$ cat src/rtl/onehot_dec_pkg.sv
// Shared types and helpers for the one-hot decoder pipeline: FSM state
// encoding, drop counter width and the binary-to-one-hot decode function.
package onehot_dec_pkg;

  typedef enum logic [1:0] {
    EMPTY = 2'd0,
    ONE   = 2'd1,
    TWO   = 2'd2
  } state_t;

  localparam int DROP_CNT_W = 8;

  // Widest code the decode helper supports; callers cast down to their N.
  localparam int DEC_MAX_W = 8;
  localparam int DEC_MAX_N = 2 ** DEC_MAX_W;

  // if/else per bit so an unknown code decodes to zeros rather than X
  function automatic logic [DEC_MAX_N-1:0] decode(input logic [DEC_MAX_W-1:0] code);
    logic [DEC_MAX_N-1:0] word;
    word = {DEC_MAX_N{1'b0}};
    for (int i = 0; i < DEC_MAX_N; i++) begin
      if (code == DEC_MAX_W'(i)) begin
        word[i] = 1'b1;
      end else begin
        word[i] = 1'b0;
      end
    end
    return word;
  endfunction

endpackage

$ cat src/rtl/dec_skid_buf.sv
// Generic N-bit two-entry valid/ready skid buffer. The main register drives
// the outputs; the skid register catches the word accepted under backpressure.
module dec_skid_buf
  import onehot_dec_pkg::*;
#(
  parameter int N = 4
) (
  input  logic         clk,
  input  logic         rst,
  input  logic         in_valid,
  output logic         in_ready,
  input  logic [N-1:0] in_data,
  output logic         out_valid,
  input  logic         out_ready,
  output logic [N-1:0] out_data
);

  state_t       state_r, state_nxt_s;
  logic [N-1:0] main_r, main_nxt_s;
  logic [N-1:0] skid_r, skid_nxt_s;
  logic         out_valid_r;
  logic         accept_s, xfer_s;

  // ready depends on state only, never on out_ready
  assign in_ready  = !rst && (state_r != TWO);
  assign accept_s  = in_valid && in_ready;
  assign xfer_s    = out_valid_r && out_ready;
  assign out_valid = out_valid_r;
  assign out_data  = main_r;

  // Next-state and storage steering for the EMPTY/ONE/TWO occupancy FSM
  always_comb begin
    state_nxt_s = state_r;
    main_nxt_s  = main_r;
    skid_nxt_s  = skid_r;
    case (state_r)
      EMPTY: begin
        if (accept_s) begin
          state_nxt_s = ONE;
          main_nxt_s  = in_data;
        end else begin
          state_nxt_s = EMPTY;
        end
      end
      ONE: begin
        if (accept_s && !xfer_s) begin
          state_nxt_s = TWO;
          skid_nxt_s  = in_data;
        end else if (accept_s && xfer_s) begin
          state_nxt_s = ONE;
          main_nxt_s  = in_data;
        end else if (xfer_s) begin
          state_nxt_s = EMPTY;
          main_nxt_s  = {N{1'b0}};
        end else begin
          state_nxt_s = ONE;
        end
      end
      TWO: begin
        if (xfer_s) begin
          state_nxt_s = ONE;
          main_nxt_s  = skid_r;
          skid_nxt_s  = {N{1'b0}};
        end else begin
          state_nxt_s = TWO;
        end
      end
      default: begin
        state_nxt_s = EMPTY;
        main_nxt_s  = {N{1'b0}};
        skid_nxt_s  = {N{1'b0}};
      end
    endcase
  end

  // State and data registers; reset clears both entries immediately
  always_ff @(posedge clk or posedge rst) begin
    if (rst) begin
      state_r     <= EMPTY;
      main_r      <= {N{1'b0}};
      skid_r      <= {N{1'b0}};
      out_valid_r <= 1'b0;
    end else begin
      state_r     <= state_nxt_s;
      main_r      <= main_nxt_s;
      skid_r      <= skid_nxt_s;
      out_valid_r <= (state_nxt_s != EMPTY);
    end
  end

endmodule

$ cat src/rtl/onehot_decoder_pipe.sv
// Registered binary-to-one-hot decoder with valid/ready skid buffering.
// Define DEC_ZERO_PASS_EN to pass in_vbit=0 words downstream as all-zero words.
module onehot_decoder_pipe
  import onehot_dec_pkg::*;
#(
  parameter int W = 2,
  localparam int N = 2 ** W
) (
  input  logic                  clk,
  input  logic                  rst,
  input  logic                  in_valid,
  output logic                  in_ready,
  input  logic                  in_vbit,
  input  logic [W-1:0]          in_code,
  output logic                  out_valid,
  input  logic                  out_ready,
  output logic [N-1:0]          out_onehot,
  output logic [DROP_CNT_W-1:0] drop_cnt
);

  logic [N-1:0]          onehot_s;
  logic [N-1:0]          store_s;
  logic                  buf_valid_s;
  logic                  drop_s;
  logic [DROP_CNT_W-1:0] drop_cnt_r;

  assign onehot_s = N'(decode(DEC_MAX_W'(in_code)));

  // Filter words without an active request line before they reach storage
  always_comb begin
    store_s     = {N{1'b0}};
    buf_valid_s = 1'b0;
    drop_s      = 1'b0;
`ifdef DEC_ZERO_PASS_EN
    buf_valid_s = in_valid;
    if (in_vbit) begin
      store_s = onehot_s;
    end else begin
      store_s = {N{1'b0}};
    end
`else
    buf_valid_s = in_valid && in_vbit;
    drop_s      = in_valid && in_ready && !in_vbit;
    store_s     = onehot_s;
`endif
  end

  dec_skid_buf #(
    .N (N)
  ) u_skid (
    .clk       (clk),
    .rst       (rst),
    .in_valid  (buf_valid_s),
    .in_ready  (in_ready),
    .in_data   (store_s),
    .out_valid (out_valid),
    .out_ready (out_ready),
    .out_data  (out_onehot)
  );

  // Saturating count of consumed-but-discarded words
  always_ff @(posedge clk or posedge rst) begin
    if (rst) begin
      drop_cnt_r <= {DROP_CNT_W{1'b0}};
    end else if (drop_s && (drop_cnt_r != {DROP_CNT_W{1'b1}})) begin
      drop_cnt_r <= drop_cnt_r + {{(DROP_CNT_W-1){1'b0}}, 1'b1};
    end else begin
      drop_cnt_r <= drop_cnt_r;
    end
  end

  assign drop_cnt = drop_cnt_r;

endmodule

$ cat config.mk
export PLATFORM = sky130hd
export DESIGN_NAME = onehot_decoder_pipe
export DESIGN_NICKNAME = d
export VERILOG_FILES = /design/src/rtl/onehot_dec_pkg.sv /design/src/rtl/dec_skid_buf.sv /design/src/rtl/onehot_decoder_pipe.sv
export SDC_FILE = /design/constraint.sdc
export NUM_CORES = 1
export LEC_CHECK = 0
export ABC_AREA = 1
export CORE_MARGIN = 2
export CORE_UTILIZATION = 50
export CTS_CLUSTER_SIZE = 24
export DETAILED_ROUTE_END_ITERATION = 12
export HOLD_SLACK_MARGIN = 0.12
export PLACE_DENSITY = 0.76
export REMOVE_ABC_BUFFERS = 1
export SLEW_MARGIN = 20
export SYNTH_ARGS = -nofsm -noshare
export SYNTH_HDL_FRONTEND = slang
export SYNTH_SLANG_ARGS = --single-unit
$ cat constraint.sdc
create_clock -name clk -period 2.4 [get_ports clk]
set_clock_uncertainty 0.05 [all_clocks]
set_input_delay 0.48 -clock clk [delete_from_list [all_inputs] [get_ports clk]]
set_output_delay 0.48 -clock clk [all_outputs]
set_load 0.005 [all_outputs]
==> results_tabular.tex <==
\begin{tabular}{lr}
\hline
Metric & Value \\
\hline
\multicolumn{2}{l}{\textbf{Power}} \\
Net switching power of the design & 0.515 mW \\
Power Internal & 0.744 mW \\
Share of power burned in registers & 0.419 \\
Power Total & 1.26 mW \\
Cell Pwr Density & 869 mW/mm2 \\
Clock power frac & 0.134 \\
Proportion of power drawn by combinational gates & 0.447 \\
Peak supply drop & 0.000535 V \\
Leakage power summed over all cells & 0.728 nW \\
Sw Ratio & 0.409 \\
\multicolumn{2}{l}{\textbf{Critical path}} \\
Endpoint class of the critical path & output port \\
Library cell contributing the largest single delay on the critical path & sky130\_fd\_sc\_hd\_\_dfrtp\_1 \\
Source of the worst register-to-register timing path & u\_skid.state\_r[0] \\
R2r setup slk & 0.59 ns \\
Sequence of cells on the critical path & inv\_2, nor2\_2, nor2\_1, clkdlybuf4s50\_1 \\
Worst reg2reg path endpoint & u\_skid.out\_data[0] \\
Data arrival at the endpoint of the critical path & 1.59 ns \\
Required time at the worst-slack endpoint & 1.87 ns \\
Biggest fanout along the worst timing path & 6 \\
Number of cells on the worst reg-to-reg path & 12 \\
Category of the most critical setup path & flip-flop to output port \\
Maximum single-stage delay on the critical path & 0.53 ns \\
Sort of element at the start of the critical path & flip-flop \\
\multicolumn{2}{l}{\textbf{Min path}} \\
Hold-critical path endpoint & u\_skid.out\_data[2] \\
Hold-critical path depth & 2 \\
Hold/Removal Path Class & flip-flop to flip-flop \\
Hold path startpoint & u\_skid.out\_data[2] \\
\multicolumn{2}{l}{\textbf{Finish}} \\
Layout cell share with drive strength beyond 1 & 0.0995 \\
Post-route insts no fill & 219 \\
P\&R area growth vs syn & 22.8\% \\
Finished layout cell area & 0.00145 mm2 \\
Number of nets in the layout & 202 \\
Number of diodes added for antenna fixing & 0 \\
Layout filler cell count & 203 \\
\multicolumn{2}{l}{\textbf{Logic synthesis}} \\
Dominant combinational cell family by area after synthesis & simple AND/OR/NAND/NOR gates \\
Post-synth top flop & sky130\_fd\_sc\_hd\_\_dfrtp\_1 \\
Complex-gate fraction of the synthesized area & 0.0424 \\
Synth async-reset ratio & 1.00 \\
Synthesis-stage register bit count & 19 \\
Synthesized area & 0.00118 mm2 \\
Post-Synthesis Cells & 166 \\
Synthesized area per cell & 7.11 um2 \\
Xor/xnor share of the synthesized area & 0.0223 \\
Area share of the largest cell type after synthesis & 0.403 \\
Fraction of synthesized area in multiplexers & 0 \\
Post-synth EDFFs & 0 \\
Number of distinct library cells after synthesis & 20 \\
Fraction of the mapped netlist area in simple logic gates & 0.443 \\
Largest cells by area after synthesis & sky130\_fd\_sc\_hd\_\_dfrtp\_1 40\%, sky130\_fd\_sc\_hd\_\_nand2\_1 22\%, sky130\_fd\_sc\_hd\_\_nor2\_1 5.4\% \\
Post-synth top area cell & sky130\_fd\_sc\_hd\_\_dfrtp\_1 \\
Sequential fraction of the synthesis area & 0.403 \\
Adder and majority cell fraction of the synthesized area & 0.0318 \\
YS warnings & 0 \\
\multicolumn{2}{l}{\textbf{Run status}} \\
Status & finished, final reports clean \\
\multicolumn{2}{l}{\textbf{Timing}} \\
Count of pins over their slew limit & 0 \\
Min Hold Slack & 0.436 ns \\
Share of the cycle needed by the critical path after routing & 0.885 \\
Final hold violations & 0 \\
Peak clock frequency supported by timing & 471 MHz \\
Setup-violating endpoint count in the final report & 0 \\
Final min period & 2.12 ns \\
Slew at the pin closest to its max-slew limit & 0.362 ns \\
Unrepaired setup endpoints after global routing & false \\
Slew headroom & 0.758 \\
Setup tns final & 0 ns \\
\multicolumn{2}{l}{\textbf{GRT}} \\
Global-route congestion overflow total & 0 \\
Combined global-route utilization of all metal layers & 0.209 \\
Global routing met3 resource utilization & 0.0257 \\
GR met1 Demand/Resource & 0.285 \\
Initial antenna violation count & 0 \\
Global routing usage on met2 & 0.313 \\
Number of global-route vias before repair & 977 \\
Layer with the highest usage & met2 \\
Wire length of the first global-routing pass & 4.19 mm \\
Maximum number of pins on one net before global-route repair & 22 \\
\multicolumn{2}{l}{\textbf{Clocking}} \\
PostCTS Resize Cnt & 0 \\
Number of buffers inserted by post-CTS setup repair & 0 \\
Clock tree from TritonCTS & yes \\
Max Root-Sink Buffers & 2 \\
Number of buffers created by CTS & 3 \\
Clock transition at the register clock pins on the worst setup and hold paths after CTS & 0.11 ns \\
Clock tree root buffer cell & sky130\_fd\_sc\_hd\_\_clkbuf\_4 \\
H-tree depth & 1 \\
Clock net sink count & 19 \\
Quantity of hold-fixing buffers added after cts & 0 \\
Skew-Pair Late Insertion Delay & 0.31 ns \\
\multicolumn{2}{l}{\textbf{Die}} \\
Core Area & 0.00221 mm2 \\
Die W & 52.6 um \\
Area enclosed by the die boundary & 0.00276 mm2 \\
Boundary pin count & 21 \\
Number of standard-cell rows in the floorplan & 17 \\
Overall die height & 52.6 um \\
Initial Utilization & 0.533 \\
\multicolumn{2}{l}{\textbf{Drt}} \\
Drt via density & 5.01 \\
Detailed-route DRC error count & 0 \\
Iteration-0 DRC count of the detailed router & 22 \\
Routed length per placed instance & 10.9 um \\
DR pass1 iterations & 4 \\
Total via count in the routed design & 1097 \\
Final ANT Viol Nets & 0 \\
Total Routed Length & 2.38 mm \\
\multicolumn{2}{l}{\textbf{Flow run}} \\
MaxCap Viol Count & 0 \\
\multicolumn{2}{l}{\textbf{Place}} \\
GPL Wtd Cong & 0.823 \\
HPWL after detailed placement & 1.79 mm \\
Count of port buffers added during placement & 20 \\
Placed instance count & 215 \\
Cell area reported after detailed placement & 0.00142 mm2 \\
\hline
\end{tabular}
[Yosys cell counts, types with 3 or more instances]
cell type / n
sky130_fd_sc_hd__nand2_1: 69
sky130_fd_sc_hd__ha_1: 3
sky130_fd_sc_hd__o21ai_1: 6
sky130_fd_sc_hd__nor2_2: 3
sky130_fd_sc_hd__nand2_2: 3
sky130_fd_sc_hd__dfrtp_1: 19
sky130_fd_sc_hd__inv_1: 16
sky130_fd_sc_hd__nand3_1: 12
sky130_fd_sc_hd__nand3b_1: 4
sky130_fd_sc_hd__nor2_1: 17
[metrics by stage]
| stage | setup WS [ns] | utilization |
|---|---|---|
| 6_report | 0.276 | 0.655 |
| 5_1_grt | 0.197 | 0.655 |
| 4_1_cts | 0.267 | 0.655 |
| 3_5_place_dp | 0.151 | 0.643 |
| 3_3_place_gp | 0.190 | 0.643 |
| 2_1_floorplan | 0.335 | - |
[layout make-up]
class                      count  area (um2)  share of cell area
multi-input combinational    129         637               0.440
sequential                    19         475               0.328
timing repair buffer          21         208               0.143
inverter                      18        67.6              0.0466
tap                           28        35.0              0.0242
clock buffer                   4        26.3              0.0181
[cells by family (layout without fill, tap and decap cells)]
logic type | count (synthesis) | count (layout)
buf+inv | 18 | 43
fa+ha+maj | 3 | 3
compound gates | 8 | 8
xor+xnor | 3 | 3
flops | 19 | 19
simple gates | 115 | 115
[cells in the final DEF, fill, tap and decap left out]
cell,instances
sky130_fd_sc_hd__nand2_2,3
sky130_fd_sc_hd__o21ai_1,6
sky130_fd_sc_hd__clkdlybuf4s50_1,20
sky130_fd_sc_hd__nor2_1,17
sky130_fd_sc_hd__clkbuf_1,1
sky130_fd_sc_hd__nor2_4,2
sky130_fd_sc_hd__xnor2_1,1
sky130_fd_sc_hd__nand2_1,69
sky130_fd_sc_hd__nand2_4,1
sky130_fd_sc_hd__nor2_2,3
sky130_fd_sc_hd__xor2_1,2
sky130_fd_sc_hd__buf_4,1
sky130_fd_sc_hd__ha_1,3
sky130_fd_sc_hd__nand3_2,2
sky130_fd_sc_hd__clkbuf_4,3
sky130_fd_sc_hd__o211ai_2,1
sky130_fd_sc_hd__inv_1,16
sky130_fd_sc_hd__nand4_2,1
sky130_fd_sc_hd__nand4_1,1
sky130_fd_sc_hd__nand3_1,12
sky130_fd_sc_hd__nand3b_1,4
sky130_fd_sc_hd__a22oi_1,1
sky130_fd_sc_hd__inv_2,2
sky130_fd_sc_hd__dfrtp_1,19
[power by group through the flow]
stage	clock (mW)	sequential [mW]	combinational, mW
2_1_floorplan	0	0.524	0.352
3_3_place_gp	0	0.530	0.550
3_5_place_dp	0	0.533	0.565
4_1_cts	0.177	0.528	0.568
5_1_grt	0.183	0.546	0.646
6_report	0.168	0.528	0.563
[worst max path at each step]
stage          slack [ns]              start  cells after the start                  to
2_1_floorplan        0.34                rst                     11  u_skid.out_data[0]
3_3_place_gp         0.19           in_valid                     12  u_skid.out_data[3]
3_5_place_dp         0.15           in_valid                     12  u_skid.out_data[0]
4_1_cts              0.27  u_skid.state_r[1]                      4            in_ready
5_1_grt              0.20  u_skid.state_r[1]                      4            in_ready
6_report             0.28  u_skid.state_r[1]                      4            in_ready
[metal layers]
metal,vias up,part of all wire
li1,575,-
met1,496,0.52
met2,21,0.42
met3,5,0.041
met4,0,0.023
met5,-,0
[flip-flops by register name (all words and copies together), names as in the netlist]
signal	cells
u_skid.state_r	2
u_skid.out_valid	1
u_skid.out_data	4
drop_cnt	8
u_skid.skid_r	4
[worst max-delay path: cells and delay by family (launching register included)]
kind / cells / cell delay, ns
flops: 1 / 0.53
buf+inv: 2 / 0.54
simple gates: 2 / 0.22
Note: power is estimated with default switching activity, not from simulation.
==> edit 1 (same flow settings) <==
Set the package constant `DROP_CNT_W` to 7 (it was 8).
--- a/src/rtl/onehot_dec_pkg.sv
+++ b/src/rtl/onehot_dec_pkg.sv
@@ -10,3 +10,3 @@
 
-  localparam int DROP_CNT_W = 8;
+  localparam int DROP_CNT_W = 7;
 
Ports: changed (resized drop_cnt); port bits go from 21 to 20. No check against the original RTL was run, so the function may have changed too.
==> edit 1 against the original RTL <==
Largest power group unchanged. Sequential cell count down 1. Final area down 11%. Hold slack worse by 0.0039 ns. Total power about the same. Routed wire length down 14%. Synthesized area down 12%. Critical endpoint unchanged. Sequential share of layout area up 1.9 points. Setup slack worse by 0.028 ns. Count of clock-buffer cells in the layout down 1. Sequential power down 2%.
==> edit 1: results (changes against the original RTL) <==
status finished clean; post-synthesis compound-gate area fraction 7.92% (+3.7 points); Initial DRC Count 25 (+14%); hpwl dp 1670 um (-6.7%); TritonRoute pass-1 iters 4 (unchanged); Antenna diodes 0 (unchanged); xor and xnor area share after synthesis 2.52% (+0.29 points); clk buf depth 2 (unchanged); Worst Path Arrival 1.62 ns (+0.03 ns); CP peak stage delay 0.47 ns (-0.06 ns); Synth cell types 18 (-10%); gpl congestion 0.873 (+6.1%); Post-Synth Adder-Cell Area 3.60% (+0.42 points); Synth top cells by count 47 x nand2_1, 18 x dfrtp_1, 16 x inv_1, 16 x nor2_1, 14 x nand3_1; gr usage total 19.1% (-1.8 points); wire per inst 10.7 um (-1.3%); Leak 0.648 nW (-11%); layout cells sized above 1 7.32% (-2.6 points); Slew @ Worst Pin 0.342 ns (-0.0197 ns); area post-placement 0.00127 mm^2 (-10%); vias in the first global route 815 (-17%); post-synthesis sequential area ratio 43.2% (+2.9 points); ranking of synthesized cells by area dfrtp_1 43%, nand2_1 17%, nand3_1 6.7%; max reg flops 7 (-1); fin nets 176 (-13%); Fin Setup TNS 0 ns (unchanged); first-pass GRT wire length 3590 um (-14%); top_reg_cell synth dfrtp_1; post-synthesis mux area share 0% (unchanged); vias 940 (-14%); VDD IR max 0.523 mV (-2.3%); largest net degree at the start of global routing 20 (-9.1%); clock-pin slew on the worst setup and hold paths 0.09 ns (-0.02 ns); insertion delay to the later sink of the worst-skew pair 0.29 ns (-0.02 ns); I/O Buffers 19 (-5.0%); maximum fanout along the worst path 5 (-1); htree depth 1 (unchanged)
-- edit 1: cell count changes after synthesis, moves of 2 or more --
cell      delta
nand3b_1     -2
nand3_1      +2
o21ai_0     +11
nor2_2       -2
nand3_2      -2
nand2_1     -22
o21ai_1      -6
-- edit 1: path summary, 6_finish.rpt --
check | start | to | slack [ns] | cells past startpoint
max | u_skid.state_r[1] | in_ready | 0.25 | 4
min | u_skid.out_data[3] | u_skid.out_data[3] | 0.43 | 2
max reg2reg | u_skid.state_r[0] | u_skid.out_data[0] | 0.54 | 12
min reg2reg | u_skid.out_data[3] | u_skid.out_data[3] | 0.43 | 2
max in group asynchronous | rst | drop_cnt[0] | 1.56 | 3
min in group asynchronous | rst | u_skid.out_data[3] | 0.55 | 3
-- edit 1: layout make-up --
| class | count | area (um^2) |
|---|---|---|
| flip-flops and latches | 18 | 450 |
| multi-input cells | 106 | 528 |
| fillers | 190 | 666 |
| clock buffers | 3 | 22.5 |
| repair buffers | 20 | 198 |
| well taps | 27 | 33.8 |
| inverters | 17 | 63.8 |
-- edit 1: where the power goes --
group	total, W	switching (W)	internal [W]
Clock	0.000144	0.0000861	0.0000583
Sequential	0.000518	0.000101	0.000417
Combinational	0.000596	0.000322	0.000274
-- edit 1: metrics by stage --
step	std cells	power (W)	worst slack (ns)	utilization [%]	hold slack, ns
after global routing	191	0.00138	0.132	66.1	0.456
final	191	0.00126	0.247	66.1	0.432
after global placement	188	0.00110	0.219	64.9	0.409
after detailed placement	188	0.00113	0.136	64.9	0.412
after floorplan	141	0.000869	0.379	-	0.393
after CTS	191	0.00127	0.249	66.1	0.436
-- edit 1: critical path, delay by kind of cell (launching register included) --
| family | cells | cell delay, ns |
|---|---|---|
| simple gates | 2 | 0.34 |
| buf+inv | 2 | 0.53 |
| flops | 1 | 0.47 |
-- edit 1: kinds of logic (layout without fill, tap and decap cells) --
family,Yosys count,after routing
DFF,18,18
AOI/OAI and AO/OA,14,14
adders and majority gates,3,3
xor gates and xnor gates,3,3
buffers and inverters,17,40
and+or+nand+nor,86,86
-- edit 1: per-layer routing --
metal	wire [um]	GRT usage [%]
met5	0	0
met4	21	6.94
met2	893	28.2
met1	1030	27.2
met3	104	4.55
==> edit 2 (config.mk and constraints unchanged) <==
Made on the original files. Put one more register stage on the output `drop_cnt`, cleared by the reset. The value now appears one clock later. The other outputs are not delayed to match.
--- a/src/rtl/onehot_decoder_pipe.sv
+++ b/src/rtl/onehot_decoder_pipe.sv
@@ -71,3 +71,9 @@
 
-  assign drop_cnt = drop_cnt_r;
+  always_ff @(posedge clk or posedge rst) begin
+    if (rst) begin
+      drop_cnt <= '0;
+    end else begin
+      drop_cnt <= drop_cnt_r;
+    end
+  end
 
Function: changed (a bounded check fails within 4 cycles, from zero or initial values and one cycle with rst high).
==> edit 2 against the original RTL <==
Final area up 12%. Hold slack worse by 0.0099 ns. Synthesized cell count up 4.2%. Combinational power down 5.9%. Largest power group is now sequential cells. Non-clock buffer count unchanged. Synthesized area up 14%. Final cell count up 4.1%. Setup slack worse by 0.072 ns. Sequential cell count up 8. Total power up 12%. Register-to-register slack worse by 0.08 ns. Routed wire length up 12%. Via count up 7.6%. Critical endpoint unchanged.
==> edit 2: results (changes against the original RTL) <==
Ys Warns 0 (unchanged); vias in the first global route 1,121 (+15%); r2r startpoint u_skid.state_r[0]; top_reg_cell synth dfrtp_1; I/O Buffers 20 (unchanged); Worst Path Arrival 1.67 ns (+0.08 ns); layout cells sized above 1 7.07% (-2.9 points); Slew HR 76.4% (+0.53 points); slowest cell on the critical path dfrtp_1; R2R setup slack 0.51 ns (-0.08 ns); htree depth 1 (unchanged); CP peak stage delay 0.52 ns; TritonRoute pass-1 iters 5 (+1); ranking of synthesized cells by area dfrtp_1 50%, nand2_1 18%, nand3_1 5.9%; first-pass GRT wire length 4710 um (+12%); Leak 0.831 nW (+14%); hold endpoint drop_cnt[0]; insertion delay to the later sink of the worst-skew pair 0.33 ns (+0.02 ns); Antenna diodes 0 (unchanged); clock-pin slew on the worst setup and hold paths 0.15 ns (+0.04 ns); R2R depth 12 (unchanged); MaxCap Viol Count 0 (unchanged); Synth cell types 18 (-10%); worst hold stages 0 (-2); Synth top cells by count 66 x nand2_1, 27 x dfrtp_1, 17 x inv_1, 17 x nor2_1, 16 x nand3_1; status finished clean; wire per inst 11.7 um (+7.4%); min-delay src drop_cnt_r[0]; largest net degree at the start of global routing 30 (+36%); maximum fanout along the worst path 6 (unchanged); Initial DRC Count 39 (+77%); clk root buf clkbuf_4; Fill cells 219 (+7.9%); post-CTS setup buffers 0 (unchanged); drt via density 5.18 (+3.3%); post-synthesis sequential area ratio 50.0% (+9.7 points); gr usage total 18.9% (-2.0 points); hpwl dp 1980 um (+10%); fin nets 209 (+3.5%); hold crit path type reg -> reg; VDD IR max 0.665 mV (+24%); fraction of registers with async set/reset 100% (unchanged); Yosys top cell area share 50.0% (+9.7 points); Inserted Clock Buffers 3 (unchanged); gpl congestion 0.851 (+3.5%)
==> edit 2: changes by cell type after synthesis, moves of 2 or more <==
cell	delta
dfrtp_1	+8
nand2_1	-3
nand3_1	+4
nand3_2	-2
o21ai_0	+6
o21ai_1	-5
xnor2_1	+2
xor2_1	-2
==> edit 2: power breakdown <==
part | internal, W | switching (W) | leakage [nW]
Sequential | 0.000579 | 0.0000960 | 0.362
Clock | 0.0000639 | 0.000142 | 0.0139
Combinational | 0.000239 | 0.000291 | 0.455
==> edit 2: metrics by stage <==
step	setup WS, ns	hold slack, ns	instance area [um^2]	instances	power (W)
after floorplan	0.192	0.363	1350	173	0.000994
after global placement	0.247	0.386	1600	224	0.00119
after detailed placement	0.141	0.393	1600	224	0.00122
after CTS	0.187	0.435	1630	228	0.00142
after global routing	0.0957	0.459	1630	228	0.00152
final	0.203	0.426	1630	228	0.00141
==> edit 2: area by class of cell <==
type / instances / area share, %
Inverter: 18 / 4.16
Clock inverter: 1 / 0.462
Timing Repair Buffer: 21 / 12.8
Clock buffer: 3 / 1.39
Sequential cell: 27 / 41.6
Tap cell: 30 / 2.31
Multi-Input combinational cell: 128 / 37.3
==> edit 2: cells by family (layout without fill, tap and decap cells) <==
logic type,Yosys count,count (layout),share of synthesized area [%]
simple gates,113,113,36.1
flops,27,27,50.0
buf+inv,18,43,5.00
xor+xnor,3,3,1.95
compound gates,9,9,4.08
fa+ha+maj,3,3,2.78
==> edit 2: how the worst max path moves through the flow <==
stage / slack [ns] / start / cells after the start / end
6_report: 0.20 / u_skid.state_r[1] / 4 / in_ready
5_1_grt: 0.1 / u_skid.state_r[1] / 4 / in_ready
4_1_cts: 0.19 / u_skid.state_r[1] / 4 / in_ready
3_5_place_dp: 0.14 / in_valid / 12 / u_skid.out_data[0]
3_3_place_gp: 0.25 / in_vbit / 12 / u_skid.out_data[0]
2_1_floorplan: 0.19 / rst / 11 / u_skid.out_data[0]
==> edit 2: worst max-delay path, delay by kind of cell, from the launching register on <==
family,cells,cell delay [ns]
buffers and inverters,2,0.53
DFF,1,0.52
and+or+nand+nor,2,0.28
==> edit 2: routing by layer <==
metal / vias to the layer above / part of all wire [%] / global-route usage (%)
li1: 594 / - / -
met1: 540 / 49 / 25.2
met2: 39 / 44 / 30.6
met3: 7 / 4.8 / 2.33
met4: 0 / 1.8 / 8.50
met5: - / 0 / 0
